$ cat src/rtl/configurable_priority_arbiter.sv
// configurable_priority_arbiter
// Registered request arbiter with a valid/ready grant handshake.
// Fixed priority (bit 0 highest) is always available. Defining the macro
// ARB_RR_EN compiles in a round-robin pointer, and rr_mode then picks the
// arbitration mode. Without ARB_RR_EN, rr_mode is accepted but ignored.
//
// state | meaning
// ------+----------------------------------------------------------------
// IDLE  | no grant presented; arbitrate whenever eligible != 0
// GRANT | grant registers hold a winner; re-arbitrate or drop on accept

module configurable_priority_arbiter #(
    parameter  int NUM_REQ = 8,
    localparam int IDX_W   = $clog2(NUM_REQ)
) (
    input  logic               clk,
    input  logic               rst_n,
    input  logic [NUM_REQ-1:0] request,
    input  logic [NUM_REQ-1:0] req_mask,
    input  logic               rr_mode,
    input  logic               grant_ready,
    output logic               grant_valid,
    output logic [IDX_W-1:0]   grant_index,
    output logic [NUM_REQ-1:0] grant_onehot
);

    typedef enum logic {
        IDLE  = 1'b0,
        GRANT = 1'b1
    } state_t;

    state_t             state;
    logic [NUM_REQ-1:0] eligible;
    logic               lo_found;
    logic [IDX_W-1:0]   lo_idx;
    logic [IDX_W-1:0]   win_idx;
    logic [NUM_REQ-1:0] win_onehot;

    assign eligible = request & req_mask;

    // Lowest-index eligible requester; descending loop leaves the lowest hit.
    always_comb begin
        lo_found = 1'b0;
        lo_idx   = '0;
        for (int i = NUM_REQ - 1; i >= 0; i--) begin
            if (eligible[i]) begin
                lo_found = 1'b1;
                lo_idx   = IDX_W'(i);
            end
        end
    end

`ifdef ARB_RR_EN
    logic [IDX_W-1:0] rr_ptr;
    logic [IDX_W-1:0] ptr_after_grant;
    logic [IDX_W-1:0] arb_ptr;
    logic             hi_found;
    logic [IDX_W-1:0] hi_idx;

    // Explicit compare keeps the wrap correct for non-power-of-two NUM_REQ.
    assign ptr_after_grant = (grant_index == IDX_W'(NUM_REQ - 1)) ? '0
                                                                  : grant_index + IDX_W'(1);

    // On an accept the new arbitration must already see the advanced pointer,
    // otherwise back-to-back round-robin would re-grant the same requester.
    assign arb_ptr = (grant_valid && grant_ready) ? ptr_after_grant : rr_ptr;

    // Lowest eligible requester at or above the pointer; if none, the search
    // wraps, which is exactly the overall lowest eligible requester.
    always_comb begin
        hi_found = 1'b0;
        hi_idx   = '0;
        for (int i = NUM_REQ - 1; i >= 0; i--) begin
            if (eligible[i] && (i >= int'(arb_ptr))) begin
                hi_found = 1'b1;
                hi_idx   = IDX_W'(i);
            end
        end
    end

    assign win_idx = (rr_mode && hi_found) ? hi_idx : lo_idx;

    // Pointer advances only on an accepted grant.
    always_ff @(posedge clk or negedge rst_n) begin
        if (!rst_n) begin
            rr_ptr <= '0;
        end else if (grant_valid && grant_ready) begin
            rr_ptr <= ptr_after_grant;
        end
    end
`else
    logic rr_mode_unused;

    assign rr_mode_unused = rr_mode;
    assign win_idx        = lo_idx;
`endif

    assign win_onehot = NUM_REQ'(1) << win_idx;

    // Grant FSM; every output comes straight from these registers.
    always_ff @(posedge clk or negedge rst_n) begin
        if (!rst_n) begin
            state        <= IDLE;
            grant_valid  <= 1'b0;
            grant_index  <= '0;
            grant_onehot <= '0;
        end else begin
            case (state)
                IDLE: begin
                    if (lo_found) begin
                        state        <= GRANT;
                        grant_valid  <= 1'b1;
                        grant_index  <= win_idx;
                        grant_onehot <= win_onehot;
                    end
                end
                GRANT: begin
                    if (grant_ready) begin
                        if (lo_found) begin
                            grant_index  <= win_idx;
                            grant_onehot <= win_onehot;
                        end else begin
                            state        <= IDLE;
                            grant_valid  <= 1'b0;
                            grant_onehot <= '0;
                        end
                    end
                end
            endcase
        end
    end

endmodule

$ cat config.mk
export PLATFORM = sky130hd
export DESIGN_NAME = configurable_priority_arbiter
export DESIGN_NICKNAME = d
export VERILOG_FILES = /design/src/rtl/configurable_priority_arbiter.sv
export SDC_FILE = /design/constraint.sdc
export NUM_CORES = 1
export LEC_CHECK = 0
export BUFFER_PORTS_ARGS = -buffer_cell sky130_fd_sc_hd__clkbuf_2
export CAP_MARGIN = 20
export CORE_UTILIZATION = 39
export DETAILED_ROUTE_END_ITERATION = 10
export PLACE_DENSITY = 0.72
export RECOVER_POWER = 50
export SYNTH_ARGS = -nofsm -noshare
export SYNTH_HDL_FRONTEND = slang
export SYNTH_SLANG_ARGS = --single-unit
$ cat constraint.sdc
create_clock -name clk -period 1.2 [get_ports clk]
set_input_delay 0.24 -clock clk [delete_from_list [all_inputs] [get_ports clk]]
set_output_delay 0.24 -clock clk [all_outputs]
set_load 0.02 [all_outputs]
==> results.sh, run 1 <==
export IMPL_setup_violations=0
export IMPL_grt_usage_pct=20.07
export IMPL_p_leak_nw=0.5083
export IMPL_grt_pass1_wl_um=2760
export IMPL_dp_slack_ns=-0.1964
export IMPL_gp_congestion=0.7241
export IMPL_dr_total_vias=701
export IMPL_clock_path_buffers=2
export IMPL_min_period_ns=1.152
export IMPL_power_density_nw_per_um2=1137
export IMPL_htreeDepth=1
export IMPL_synth_edf_count=0
export IMPL_drv_cap=0
export IMPL_start_util_pct=43.26
export IMPL_path_cells="nor2b_4 > or3_1 > o2bb2ai_1"
export IMPL_grt_overflow_total=0
export IMPL_cts_tree="done"
export IMPL_coreArea_sq_um=1559
export IMPL_synth_seq_cells=13
export IMPL_critPathSlowestCell="dfrtp_1"
export IMPL_n_antenna_cell=0
export IMPL_whs_path_depth=3
export IMPL_clk_pin_slew_ns=0.07
export IMPL_drc_errors=5
export IMPL_grt_max_degree=14
export IMPL_die_area_sq_um=1900
export IMPL_cp_required_ns=1.39
export IMPL_routed_via_density=5.520
export IMPL_numCtsBuffers=3
export IMPL_violations="DRC"
export IMPL_insertion_delay_ns=0.27
export IMPL_cp_slowest_stage_delay_ns=0.44
export IMPL_die_h_um=43.59
export IMPL_synth_area_sq_um=674.4
export IMPL_worstPathBufferInverterCount=0
export IMPL_start_kind="flip-flop"
export IMPL_syn_avg_cell_area_sq_um=10.88
export IMPL_dpl_hpwl_um=1361
export IMPL_ioPinCount=32
export IMPL_cts_root_buf="clkbuf_4"
export IMPL_relSlewSlack_pct=55.76
export IMPL_cp_end_kind="flip-flop"
export IMPL_finClkSkew_ns=0.003422
export IMPL_crit_family="simple AND/OR/NAND/NOR gates"
export IMPL_die_w_um=43.59
export IMPL_tightest_slew_ns=0.6637
export IMPL_io_buffers=30
export IMPL_synth_area_leaders="dfrtp_1, a22oi_2, a21oi_1"
export IMPL_hold_slack_ns=0.3313
export IMPL_hp_class="in2reg"
export IMPL_ys_flop_type="dfrtp_1"
export IMPL_post_cts_buffers=0
export IMPL_yosys_area_top_type_share_pct=48.24
export IMPL_synth_distinct_cells=25
export IMPL_crit_type="reg2reg"
export IMPL_fin_crit_sh_pct=96.01
export IMPL_grt_pass1_vias=696
export IMPL_drtAntennaViolNets=0
export IMPL_syn_nets=82
export IMPL_drt_initial_drc_count=20
export IMPL_drive_above_1_share_pct=52.25
export IMPL_crit_fanout=5
export IMPL_drt_wl_total_um=1774
export IMPL_synthTopCellsByCount="dfrtp_1, nand2_1, a21oi_1"
export IMPL_area_growth_syn_to_layout_pct=48.61
export IMPL_clock_sinks=13
export IMPL_wl_per_cell_um=13.97
export IMPL_cp_depth=3
export IMPL_outcome="finished, violations left"
export IMPL_hold_viol=0
export IMPL_rr_worst_depth=3
export IMPL_peakVddDrop_uv=681.4
export IMPL_antenna_found_initial=0
export IMPL_ys_seq_area_share_pct=48.24
export IMPL_synthArstFlopShare_pct=100.0
export IMPL_synth_top_area_cell="dfrtp_1"
export IMPL_fmax_ghz=0.8679
export IMPL_maxSlewViolCount=0
export IMPL_rows=14
export IMPL_nets=132
export IMPL_yosys_warnings=0
export IMPL_worstPathArrival_ns=1.34
export IMPL_drtPass1Iterations=8
export IMPL_setup_ws_ns=0.04782
export IMPL_synth_most_common_cell="dfrtp_1"
export IMPL_synthCells=62
[cells in the final DEF (no fill, tap or decap), types with 3 or more instances in the layout]
cell	netlist	layout
a22oi_2	4	4
clkbuf_4	0	3
dfrtp_1	13	13
nand2_1	8	8
buf_4	0	15
a21oi_1	7	7
o2bb2ai_1	4	4
a22o_1	3	3
clkbuf_2	0	29
nor2_1	3	3
[cells by family (layout without fill, tap and decap cells)]
| kind of cell | after synthesis | in the layout | synth area share, % |
|---|---|---|---|
| DFF | 13 | 13 | 48.24 |
| buffers and inverters | 2 | 51 | 1.297 |
| AOI/OAI and AO/OA | 25 | 25 | 32.10 |
| and+or+nand+nor | 22 | 22 | 18.37 |
[worst paths after layout]
kind | from | endpoint | slack, ns
worst max register to register | state | grant_onehot[5] | 0.05
worst min register to register | grant_onehot[7] | grant_onehot[7] | 0.49
worst max-delay path | state | grant_onehot[5] | 0.05
max in group asynchronous | rst_n | grant_onehot[6] | 0.25
worst min-delay path | grant_ready | grant_onehot[0] | 0.33
min in group asynchronous | rst_n | grant_onehot[1] | 0.52
[registers in the layout (all words and copies together) (netlist names)]
name / count
grant_onehot: 8
grant_index: 3
grant_valid: 1
state: 1
[power by group]
part	switching, mW	leakage, nW	internal [mW]	total [mW]
logic	0.205	0.328	0.160	0.365
registers	0.0306	0.165	0.487	0.517
clock network	0.129	0.0150	0.129	0.258
total	0.365	0.508	0.775	1.14
[timing repair]
item / 4_1_cts / 5_1_grt
resized for setup: 0 / 4
setup endpoints to repair: 1 / 6
hold endpoints to repair: 13 / 0
hold buffers: 1 / 0
[routing by layer]
| layer | routed length (um) | vias up | track usage [%] |
|---|---|---|---|
| li1 | - | 339 | - |
| met1 | 769 | 329 | 24.53 |
| met2 | 899 | 31 | 33.73 |
| met4 | 8 | 0 | 11.25 |
| met5 | 0 | - | 0 |
| met3 | 96 | 2 | 2.917 |
[through the flow]
stage | total power [mW] | area, sq um | TNS (ns) | std cells | util [%]
2_1_floorplan | 0.7052 | 674.4 | 0 | 62 | -
3_3_place_gp | 0.8688 | 952.2 | -0.9695 | 122 | 61.08
3_5_place_dp | 0.8806 | 952.2 | -1.319 | 122 | 61.08
4_1_cts | 1.143 | 988.4 | -0.03470 | 127 | 63.40
5_1_grt | 1.204 | 1002 | -0.009370 | 127 | 64.29
6_report | 1.140 | 1002 | 0 | 127 | 64.29
[final cells by class]
class	count	area (sq um)
clock buffers	4	26.28
fillers	133	556.8
inverters	1	3.754
multi-input cells	47	355.3
flip-flops and latches	13	325.3
well taps	16	20.02
repair buffers	46	271.5
[worst min-delay path: cells and delay by family]
kind	cells	cell delay, ns
and+or+nand+nor	1	0.06
AOI/OAI and AO/OA	1	0.13
buffers and inverters	1	0.13
(Power assumes the default switching activity.)
==> inputs of run 2 (changes only) <==
Settings changed: SETUP_SLACK_MARGIN from default to 0.3.
==> run 2 against run 1 <==
The flow still finishes with violations (DRC); sequential share of layout area shrank 7.5 points; clock power up 4%; wire length is 43% higher; sequential cell count unchanged; final area is 30% higher; first-iteration DRC count is 70% higher; clock-buffer cell count did not move; final cell count up 12%; die area did not move; critical path type unchanged.
==> results.sh, run 2 (synthesis results as in run 1) <==
export IMPL_outcome="finished, violations left"
export IMPL_violations="DRC"
export IMPL_fin_crit_sh_pct=96.06
export IMPL_io_buffers=30
export IMPL_cts_tree="done"
export IMPL_coreArea_sq_um=1559
export IMPL_clock_sinks=13
export IMPL_setup_ws_ns=0.04724
export IMPL_worstPathBufferInverterCount=0
export IMPL_clk_pin_slew_ns=0.08
export IMPL_r2r_start="state"
export IMPL_grt_usage_pct=22.70
export IMPL_drtPass1Iterations=7
export IMPL_path_cells="nor2b_4 > or3_1 > o2bb2ai_2"
export IMPL_dr_total_vias=807
export IMPL_cp_end_kind="flip-flop"
export IMPL_drv_cap=0
export IMPL_nets=147
export IMPL_rows=14
export IMPL_design_area_sq_um=1306
export IMPL_setup_violations=0
export IMPL_peakVddDrop_uv=958.2
export IMPL_numCtsBuffers=3
export IMPL_hold_viol=0
export IMPL_tightest_slew_ns=0.3589
export IMPL_critPathSlowestCell="dfrtp_2"
export IMPL_drive_above_1_share_pct=68.25
export IMPL_dp_slack_ns=-0.2036
export IMPL_min_period_ns=1.153
export IMPL_rr_worst_depth=3
export IMPL_start_kind="flip-flop"
export IMPL_cts_root_buf="clkbuf_4"
export IMPL_drtAntennaViolNets=0
export IMPL_n_antenna_cell=0
export IMPL_grt_pass1_vias=755
export IMPL_dpl_hpwl_um=1290
export IMPL_layout_commonest_cell="buf_4"
export IMPL_die_h_um=43.59
export IMPL_maxSlewViolCount=0
export IMPL_die_area_sq_um=1900
export IMPL_hold_slack_ns=0.3844
export IMPL_finClkSkew_ns=0.007031
export IMPL_relSlewSlack_pct=76.07
export IMPL_htreeDepth=1
export IMPL_grt_max_degree=14
export IMPL_drc_errors=5
export IMPL_grt_pass1_wl_um=3139
export IMPL_grt_overflow_total=0
export IMPL_ioPinCount=32
export IMPL_hp_start="req_mask[0]"
export IMPL_wl_per_cell_um=17.91
export IMPL_placed_cell_area_sq_um=947.2
export IMPL_largest_register="grant_onehot"
export IMPL_cp_required_ns=1.40
export IMPL_rrSetupSlack_ns=0.05
export IMPL_whs_path_depth=4
export IMPL_rsz0062_at_grt="yes"
export IMPL_die_w_um=43.59
export IMPL_p_leak_nw=0.6317
export IMPL_start_util_pct=43.26
export IMPL_hp_class="in2reg"
export IMPL_crit_fanout=4
export IMPL_worstPathArrival_ns=1.35
export IMPL_antenna_found_initial=0
export IMPL_top_regs="grant_onehot (8), grant_index (3)"
export IMPL_insertion_delay_ns=0.27
export IMPL_drt_initial_drc_count=34
export IMPL_routed_via_density=5.683
export IMPL_drt_wl_total_um=2543
export IMPL_largest_reg_flops=8
export IMPL_cp_slowest_stage_delay_ns=0.46
export IMPL_place_inst=121
export IMPL_layout_cells_non_filler=142
export IMPL_fmax_ghz=0.8675
export IMPL_fin_util_pct=83.79
export IMPL_crit_family="simple AND/OR/NAND/NOR gates"
export IMPL_holdPathEnd="grant_onehot[0]"
export IMPL_final_cell_mix="buf_4, clkbuf_2, buf_6"
export IMPL_gp_congestion=0.7105
export IMPL_area_growth_syn_to_layout_pct=93.69
export IMPL_r2r_end="grant_onehot[5]"
export IMPL_crit_type="reg2reg"
export IMPL_clock_path_buffers=2
export IMPL_power_density_nw_per_um2=1071
-- run 2: final cells by class --
class                   count  area [sq um]
fillers                    87         252.7
clock buffers               4         26.28
well taps                  16         20.02
repair buffers             61         481.7
inverters                   1         3.754
flip-flops and latches     13         326.6
multi-input cells          47         447.9
-- run 2: report_power, final --
group	internal, mW	total [mW]	switching [mW]
logic	0.313	0.604	0.290
registers	0.487	0.526	0.0394
clock network	0.129	0.269	0.141
total	0.929	1.40	0.470
-- run 2: routing by layer --
metal / wire, um / up-vias / global-route usage [%]
met3: 160 / 6 / 3.750
li1: - / 370 / -
met2: 1251 / 38 / 36.42
met5: 0 / - / 0
met1: 1056 / 393 / 29.11
met4: 74 / 0 / 12.50
-- run 2: worst min-delay path, delay by kind of cell --
kind            cells  cell delay [ns]
compound gates      1             0.05
buf+inv             2             0.23
simple gates        1             0.11
-- run 2: repair_timing --
action | CTS | global route
buffers inserted | 8 | 8
pin swaps | 11 | 11
gates resized for setup | 23 | 43
endpoints found under the setup margin | 25 | 25
hold buffers | 1 | 0
endpoints found under the hold margin | 13 | 0
-- run 2: how the worst max path moves through the flow --
stage / from / endpoint / depth (start not counted)
2_1_floorplan: request[5] / grant_onehot[6] / 4
3_3_place_gp: request[4] / grant_onehot[2] / 5
3_5_place_dp: request[4] / grant_onehot[2] / 5
4_1_cts: state / grant_onehot[5] / 3
5_1_grt: state / grant_index[2] / 5
6_report: state / grant_onehot[5] / 3
-- run 2: stage by stage --
stage               total power, mW  setup TNS [ns]
floorplan                    0.7090               0
global placement             0.8640          -1.297
detailed placement           0.8747          -1.548
CTS                           1.285               0
global route                  1.449        -0.01504
finish                        1.399               0
